**config.mk**
```make
export PLATFORM = sky130hd
export DESIGN_NAME = axis_udp_rx_adapter
export DESIGN_NICKNAME = d
export VERILOG_FILES = /design/src/rtl/udp_pkg.sv /design/src/rtl/axis_byte_reorder.sv /design/src/rtl/axis_udp_rx_adapter.sv
export SDC_FILE = /design/constraint.sdc
export NUM_CORES = 1
export LEC_CHECK = 0
export BUFFER_PORTS_ARGS = -buffer_cell sky130_fd_sc_hd__buf_2
export CORE_AREA = 3 3 83 85
export CTS_CLUSTER_DIAMETER = 30
export DETAILED_ROUTE_END_ITERATION = 10
export DIE_AREA = 0 0 86 88
export PLACE_DENSITY = 0.83
export SETUP_SLACK_MARGIN = 0.3
export SLEW_MARGIN = 20
export SYNTH_ARGS = -nofsm -noshare
export SYNTH_HDL_FRONTEND = slang
export SYNTH_SLANG_ARGS = --single-unit
```
**constraint.sdc**
```tcl
create_clock -name clk_i -period 2.7 [get_ports clk_i]
set_input_delay 0.135 -clock clk_i [delete_from_list [all_inputs] [get_ports clk_i]]
set_output_delay 0.135 -clock clk_i [all_outputs]
set_load 0.01 [all_outputs]
```
**src/rtl/udp_pkg.sv**
```systemverilog
// udp_pkg: types and constants shared by the UDP receive adapter and filter.
// Holds the adapter FSM state type and the header field constants.
package udp_pkg;

  typedef enum logic [2:0] {
    IDLE,
    PASS,
    DROP,
    GAP,
    HOLD
  } rx_adapter_state_t;

  localparam logic [15:0] ETHERTYPE_IPV4 = 16'h0800;
  localparam logic [3:0]  IPV4_VERSION   = 4'h4;
  localparam logic [7:0]  PROTOCOL_UDP   = 8'h11;

endpackage

```
**src/rtl/axis_byte_reorder.sv**
```systemverilog
// axis_byte_reorder: zeroes bytes whose keep bit is low and reverses byte order.
// Ports: data/keep in, swapped out; byte 0 of data lands in the top byte of swapped.
module axis_byte_reorder #(
  parameter int DATA_WIDTH = 64
) (
  input  logic [DATA_WIDTH-1:0]   data,
  input  logic [DATA_WIDTH/8-1:0] keep,
  output logic [DATA_WIDTH-1:0]   swapped
);

  always_comb begin
    swapped = '0;
    for (int k = 0; k < DATA_WIDTH / 8; k++) begin
      swapped[DATA_WIDTH-1-8*k -: 8] =
        keep[k] ? data[8*k +: 8] : 8'h00;
    end
  end

endmodule

```
**src/rtl/axis_udp_rx_adapter.sv**
```systemverilog
// axis_udp_rx_adapter: AXI-Stream slave to filter word interface (frame/en/last).
// Ports: clk_i, a_rst_n_i, en_i, s_axis_*, hold_i in; frame_o, en_o, frame_last_o,
// err_oversize_o, err_runt_o out; frame_cnt_o/drop_cnt_o with AXIS_UDP_RX_ADAPTER_STATS_EN.
module axis_udp_rx_adapter
  import udp_pkg::*;
#(
  parameter int DATA_WIDTH      = 64,
  parameter int MAX_FRAME_WORDS = 190,
  parameter int MIN_FRAME_WORDS = 5,
  parameter int MIN_GAP         = 2
) (
  input  logic                    clk_i,
  input  logic                    a_rst_n_i,
  input  logic                    en_i,
  input  logic [DATA_WIDTH-1:0]   s_axis_tdata,
  input  logic [DATA_WIDTH/8-1:0] s_axis_tkeep,
  input  logic                    s_axis_tvalid,
  input  logic                    s_axis_tlast,
  output logic                    s_axis_tready,
  input  logic                    hold_i,
  output logic [DATA_WIDTH-1:0]   frame_o,
  output logic                    en_o,
  output logic                    frame_last_o,
  output logic                    err_oversize_o,
  output logic                    err_runt_o
`ifdef AXIS_UDP_RX_ADAPTER_STATS_EN
  ,
  output logic [31:0]             frame_cnt_o,
  output logic [31:0]             drop_cnt_o
`endif
);

  localparam int CW = $clog2(MAX_FRAME_WORDS + 1);
  localparam int GW = (MIN_GAP > 1) ? $clog2(MIN_GAP) : 1;
  localparam logic [CW-1:0] MAX_W = CW'(MAX_FRAME_WORDS);
  localparam logic [CW-1:0] MIN_W = CW'(MIN_FRAME_WORDS);
  localparam logic [GW-1:0] GAP_LAST = GW'(MIN_GAP - 1);

  rx_adapter_state_t state, state_nx;
  logic [CW-1:0] word_cnt, word_cnt_nx, cnt_inc;
  logic [GW-1:0] gap_cnt, gap_cnt_nx;
  logic [DATA_WIDTH-1:0] swapped;
  logic accept, fwd, last, ovs, runt;

  axis_byte_reorder #(
    .DATA_WIDTH(DATA_WIDTH)
  ) u_reorder (
    .data    (s_axis_tdata),
    .keep    (s_axis_tkeep),
    .swapped (swapped)
  );

  // Reset term keeps tready low while the block is held in reset.
  always_comb begin
    s_axis_tready = 1'b0;
    unique case (state)
      IDLE:       s_axis_tready = en_i;
      PASS, DROP: s_axis_tready = 1'b1;
      default:    s_axis_tready = 1'b0;
    endcase
    s_axis_tready = s_axis_tready & a_rst_n_i;
  end

  assign accept = s_axis_tvalid & s_axis_tready;
  // Beat number of the beat currently on the bus.
  assign cnt_inc = (state == IDLE) ? CW'(1) : word_cnt + CW'(1);

  always_comb begin
    state_nx    = state;
    word_cnt_nx = word_cnt;
    gap_cnt_nx  = gap_cnt;
    fwd         = 1'b0;
    last        = 1'b0;
    ovs         = 1'b0;
    runt        = 1'b0;
    unique case (state)
      IDLE, PASS: begin
        if (accept) begin
          fwd = 1'b1;
          if (s_axis_tlast) begin
            last        = 1'b1;
            runt        = cnt_inc < MIN_W;
            word_cnt_nx = '0;
            state_nx    = GAP;
          end else if (cnt_inc == MAX_W) begin
            last        = 1'b1;
            ovs         = 1'b1;
            word_cnt_nx = cnt_inc;
            state_nx    = DROP;
          end else begin
            word_cnt_nx = cnt_inc;
            state_nx    = PASS;
          end
        end
      end
      DROP: begin
        if (accept && s_axis_tlast) begin
          word_cnt_nx = '0;
          state_nx    = GAP;
        end
      end
      GAP: begin
        // The last gap cycle already checks hold_i so an idle
        // downstream sees exactly MIN_GAP stalled cycles.
        if (gap_cnt == GAP_LAST) begin
          gap_cnt_nx = '0;
          state_nx   = hold_i ? HOLD : IDLE;
        end else begin
          gap_cnt_nx = gap_cnt + GW'(1);
        end
      end
      HOLD: begin
        if (!hold_i) state_nx = IDLE;
      end
      default: state_nx = IDLE;
    endcase
  end

  always_ff @(posedge clk_i or negedge a_rst_n_i) begin
    if (!a_rst_n_i) begin
      state          <= IDLE;
      word_cnt       <= '0;
      gap_cnt        <= '0;
      frame_o        <= '0;
      en_o           <= 1'b0;
      frame_last_o   <= 1'b0;
      err_oversize_o <= 1'b0;
      err_runt_o     <= 1'b0;
    end else begin
      state          <= state_nx;
      word_cnt       <= word_cnt_nx;
      gap_cnt        <= gap_cnt_nx;
      frame_o        <= fwd ? swapped : '0;
      en_o           <= fwd;
      frame_last_o   <= last;
      err_oversize_o <= ovs;
      err_runt_o     <= runt;
    end
  end

`ifdef AXIS_UDP_RX_ADAPTER_STATS_EN
  always_ff @(posedge clk_i or negedge a_rst_n_i) begin
    if (!a_rst_n_i) begin
      frame_cnt_o <= '0;
      drop_cnt_o  <= '0;
    end else begin
      if (frame_last_o)   frame_cnt_o <= frame_cnt_o + 32'd1;
      if (err_oversize_o) drop_cnt_o  <= drop_cnt_o + 32'd1;
    end
  end
`endif

endmodule
```
## Word level (Yosys, flattened, before mapping)

Index checks and enable logic that the tools add are counted.

- Register bits: 80
- Latch bits: 0
- Memory bits (writable): 0
- Bits in read-only memories: 0
- Bits of input ports: 78
- Output and inout bits: 69
- Logic and storage cells: 65
- Memories kept: 0

- $add $sub $neg: 2
- Multipliers: 0
- Div/mod/pow operators: 0
- $lt $le $gt $ge: 1
- Eq/ne operators: 9
- Shifts and indexed selects: 0
- Mux-type cells: 36
- Bitwise operators: 2
- Reduce and logical (&&, ||, !) cells: 7

Operators by type and width:

| kind | count |
|---|---|
| $mux 8 | 12 |
| $mux 64 | 1 |
| $pmux 8 s2 | 1 |
| $mux 3 | 5 |
| $mux 1 | 13 |
| $pmux 3 s4 | 1 |
| $add 8x1->8 const B | 1 |
| $eq 8x8->1 const B | 1 |
| $lt 8x3->1 const B | 1 |
| $ne 2x2->1 const B | 4 |
| $eq 3x2->1 const B | 2 |
| $mux 2 | 2 |
| $reduce_and 4->1 | 1 |
| $reduce_or 2->1 | 2 |
| $eq 3x1->1 const B | 1 |
| $eq 3x3->1 const B | 1 |
| $logic_not 3->1 | 1 |
| $reduce_and 3->1 | 1 |
| $and 1x1->1 | 2 |
| $pmux 1 s2 | 1 |
| $reduce_bool 2->1 | 1 |
| $add 1x1->1 const B | 1 |
| $logic_and 1x1->1 | 1 |

## Depth between registers and ports, before layout

- Depth in word-level cells: 8
- Depth in mapped cells: 6
- Mapped depth without buffers: 6

## Hierarchy

Synthesis repeated with hierarchy kept, for this count alone.

- Cell total of the unflattened synthesis: 319
- Area total of the unflattened synthesis: 3493.4 µm²

Modules (own cells, without submodules):

| module | instances | cells each | area an instance (µm²) | sequential area each (µm²) |
|---|---|---|---|---|
| axis_udp_rx_adapter | 1 | 255 | 3093.0 | 2001.9 |
| axis_byte_reorder | 1 | 64 | 400.4 | 0.0 |

## Least setup slack after synthesis

No wires, ideal clock.

- Kind: flip-flop to flip-flop
- Start point: reg word_cnt[0]
- End point: reg err_runt_o
- Library setup time: 0.066 ns
- Data arrival time: 1.719 ns
- Required time: 2.634 ns
- Slack: 0.915 ns
- Stages on the path, launching flop included: 6
- Path buffers: 0
- Clock period less this slack: 1.785 ns
- Cells stage by stage: dfrtp_1 > ha_1 > nand3_1 > or4_1 > a311oi_1 > o211a_1

- Cells in the longest elaborated chain, start to end: 6

Ends and longest elaborated chain:

| item | line | source |
|---|---|---|
| start: declaration | axis_udp_rx_adapter.sv:40 | `logic [CW-1:0] word_cnt, word_cnt_nx, cnt_inc;` |
| start signal: assignment | axis_udp_rx_adapter.sv:131 | `word_cnt <= word_cnt_nx;` |
| $add 8x1->8 | axis_udp_rx_adapter.sv:66 | `assign cnt_inc = (state == IDLE) ? CW'(1) : word_cnt + CW'(1);` |
| $mux 8 | axis_udp_rx_adapter.sv:66 |  |
| $lt 8x3->1 | axis_udp_rx_adapter.sv:82 | `runt = cnt_inc < MIN_W;` |
| $mux 1 | axis_udp_rx_adapter.sv:80 | `if (s_axis_tlast) begin` |
| $mux 1 | axis_udp_rx_adapter.sv:78 | `if (accept) begin` |
| $mux 1 | axis_udp_rx_adapter.sv:76 | `unique case (state)` |
| named net runt | axis_udp_rx_adapter.sv:43 | `logic accept, fwd, last, ovs, runt;` |
| end signal: assignment | axis_udp_rx_adapter.sv:137 | `err_runt_o <= runt;` |
| end: declaration | axis_udp_rx_adapter.sv:25 | `output logic err_runt_o` |

The timed path passes the listed nets, and every way through them passes these cells.
A chain may end at the register's enable or synchronous reset.

## Final worst setup path

Same ends and word-level chain as after synthesis.

==> metrics <==
outcome finished, final reports clean; post-route minimum period 1970 ps; Post-Synthesis Cells 244; worst path cell trace ha_1, nand3_1, or4_1, a311oi_1, o211a_1; NetSw 0.000872 W; unrepaired setup endpoints after global routing no; path depth of the worst reg2reg path 5; worst slack, placed 750 ps; number of remaining DRC errors 0; count of cell types in the netlist 42; Vias/cell 5.22; worst hold slack 15.4 ps; CTS sink count 80; number of warnings issued by yosys 0; first-pass GRT wire length 11900 µm; Worst Clk Skew 8.40 ps; Routed Wire Length 7560 µm; Logic pwr share 18.6%; drt first-iter violations 167; max_cap viols 0; Pwr Total 0.00298 W; worst skew pair latency 350 ps; fmax 509 MHz; largest net degree at the start of global routing 56; number of antenna violations at the first check in global routing 0; worst setup path category flop to flop; Cells on Worst Hold Path 2; Critical R2R Launch word_cnt[0]; Hold Crit Start s_axis_tdata[30]; IO Count 147; CTS tree done; Inserted Clock Buffers 9; CP endpoint kind flop; full die area 0.00757 mm²; Ant. Diodes 0; Synth top area share 66.0%; Hold Vio Cnt, Final 0; fillers 469; Clock Path Buffers 2; H-tree depth 3; endpoints failing setup 0; DR pass1 iterations 4; Critical Path Fanout Max 9; Chip Width 86 µm; clock root cell clkbuf_8; syn avg cell area 12.4 µm²; FP Rows 29; Worst setup SP type flop; number of flops mapped to enable cells by yosys 0; reg-to-reg slack, setup 730 ps; Pint 0.00211 W; area leader, netlist dfrtp_1; Netlist Area Pre-Place 0.00303 mm²; PostCTS Resize Cnt 0; register area share after synthesis 66.0%; Leak Pwr 2.52 nW; Tcrit/Tclk final 72.8%; Worst-Margin Slew 699 ps; max incr delay on CP 530 ps; TNS Setup 0 ps; PwrDens 725 mW/mm²; required time worst endpoint 2990 ps; Flop pwr share 47.5%; Arrival @ worst endpoint 2260 ps; height of the chip 88 µm; Syn-to-layout area delta 35.6%; Reg clk slew, reported paths 90 ps; PnR worst setup slack 734 ps; Initial Util 48.3%; Clock power frac 33.9%; GPL Wtd Cong 0.915; reg2reg end err_runt_o; Slew headroom 53.1%; #FFs+latches synth 80; FFs w/ async S/R, synth 100%; port bufs 146; DR WL/cell 15.8 µm; antenna viol nets, final 0; slowest CP cell dfrtp_1; syn_nets 323; Synth Flop Type dfrtp_1; layout cells sized above 1 42.8%; Worst Hold Class input pin to flop; hold path endpoint frame_o[38]; maximum vdd drop 0.605 mV; Sw Ratio 29.3%; area of the core 0.00628 mm²; global route overflow 0; Slew Viols, Final 0; hpwl dp 5620 µm; GRT Util Overall 20.6%; nets@finish 476; main area contributors after synthesis dfrtp_1 66%, and3_1 14%, nand2_1 1.9%, o31a_1 1.2%, o21ai_0 0.99%; total number of vias 2500; vias in the first global route 2486
==> final cells by class <==
class	instances	area (µm²)	share of cell area [%]
clock buffers	10	138	3.35
inverters	4	15.0	0.365
multi-input cells	149	968	23.6
repair buffers	153	793	19.3
clock inverters	6	97.6	2.37
well taps	77	96.3	2.34
flip-flops and latches	80	2000	48.7
==> worst max path at each step <==
stage                start    endpoint  slack (ps)  depth (start not counted)
2_1_floorplan  word_cnt[0]  err_runt_o         920                          5
3_3_place_gp   word_cnt[0]  err_runt_o         800                          5
3_5_place_dp   word_cnt[0]  err_runt_o         750                          5
4_1_cts        word_cnt[0]  err_runt_o         730                          5
5_1_grt        word_cnt[0]  err_runt_o         550                          5
6_report       word_cnt[0]  err_runt_o         730                          5
==> worst max-delay path, delay by kind of cell, from the launching register on <==
| kind | cells | cell delay, ps |
|---|---|---|
| flip-flops | 1 | 530 |
| AO/OA/AOI/OAI | 2 | 430 |
| adder cells (fa/ha/maj) | 1 | 290 |
| AND/OR/NAND/NOR | 2 | 660 |
==> state kept, by name, summed over array words and instances, names as in the netlist <==
| register | count |
|---|---|
| gap_cnt | 1 |
| frame_o | 64 |
| en_o | 1 |
| err_runt_o | 1 |
| err_oversize_o | 1 |
| frame_last_o | 1 |
| word_cnt | 8 |
| state | 3 |
==> metrics by stage <==
stage / util [%] / instances / cell area (µm²)
after floorplan: - / 244 / 3030
after global placement: 61.3 / 460 / 3840
after detailed placement: 61.3 / 460 / 3840
after CTS: 65.5 / 479 / 4110
after global routing: 65.5 / 479 / 4110
final: 65.5 / 479 / 4110
==> synthesized netlist by cell type (2+ instances only) <==
cell type / n
o21ai_0: 6
buf_2: 4
clkbuf_1: 7
a31oi_1: 4
o31a_1: 4
nand3_1: 5
a21boi_0: 2
nand2_1: 15
nor2b_1: 3
mux2i_1: 2
a21oi_1: 3
xnor2_1: 2
and3_1: 66
dfrtp_1: 80
nor2_1: 7
nand4b_1: 2
inv_1: 4
nor3_1: 3
nand2b_1: 2
==> layer usage <==
metal / routed length, µm / share of wire [%] / vias up / global-route usage, %
met5: 0 / 0 / - / 0
met4: 116 / 1.5 / 0 / 9.35
met3: 682 / 9.0 / 10 / 5.83
met2: 3900 / 52 / 130 / 32.9
met1: 2850 / 38 / 1182 / 26.1
li1: - / - / 1178 / -
==> layout by cell type, fill, tap and decap left out, drive strengths merged, types with 2 or more instances in the layout <==
| cell | instances |
|---|---|
| mux2i | 2 |
| a31oi | 4 |
| nand4b | 2 |
| nand2 | 15 |
| nor3b | 2 |
| o31a | 4 |
| bufinv | 2 |
| a21oi | 3 |
| inv | 7 |
| nor2 | 7 |
| buf | 150 |
| and3 | 66 |
| a21boi | 2 |
| nand3 | 5 |
| xnor2 | 2 |
| nor2b | 3 |
| clkbuf | 10 |
| nor3 | 3 |
| o21ai | 6 |
| dfrtp | 80 |
| dlygate4sd3 | 3 |
| nand2b | 2 |
==> power groups by stage <==
stage | logic [W] | clock network (W) | registers [W]
floorplan | 0.000337 | 0 | 0.00142
global placement | 0.000537 | 0 | 0.00143
detailed placement | 0.000550 | 0 | 0.00144
CTS | 0.000557 | 0.00103 | 0.00141
global route | 0.000631 | 0.00109 | 0.00143
finish | 0.000554 | 0.00101 | 0.00141
==> cell families after synthesis <==
family / count (synthesis) / synth area share [%]
and+or+nand+nor: 112 / 22.7
DFF: 80 / 66.0
AOI/OAI and AO/OA: 31 / 7.31
buffers and inverters: 15 / 2.02
xor gates and xnor gates: 3 / 0.867
muxes: 2 / 0.660
adders and majority gates: 1 / 0.413
==> repair_timing <==
item	4_1_cts	5_1_grt
endpoints found under the hold margin	27	0
setup buffers	0	0
hold buffers	3	0
Note: power is estimated with default switching activity, not from simulation.
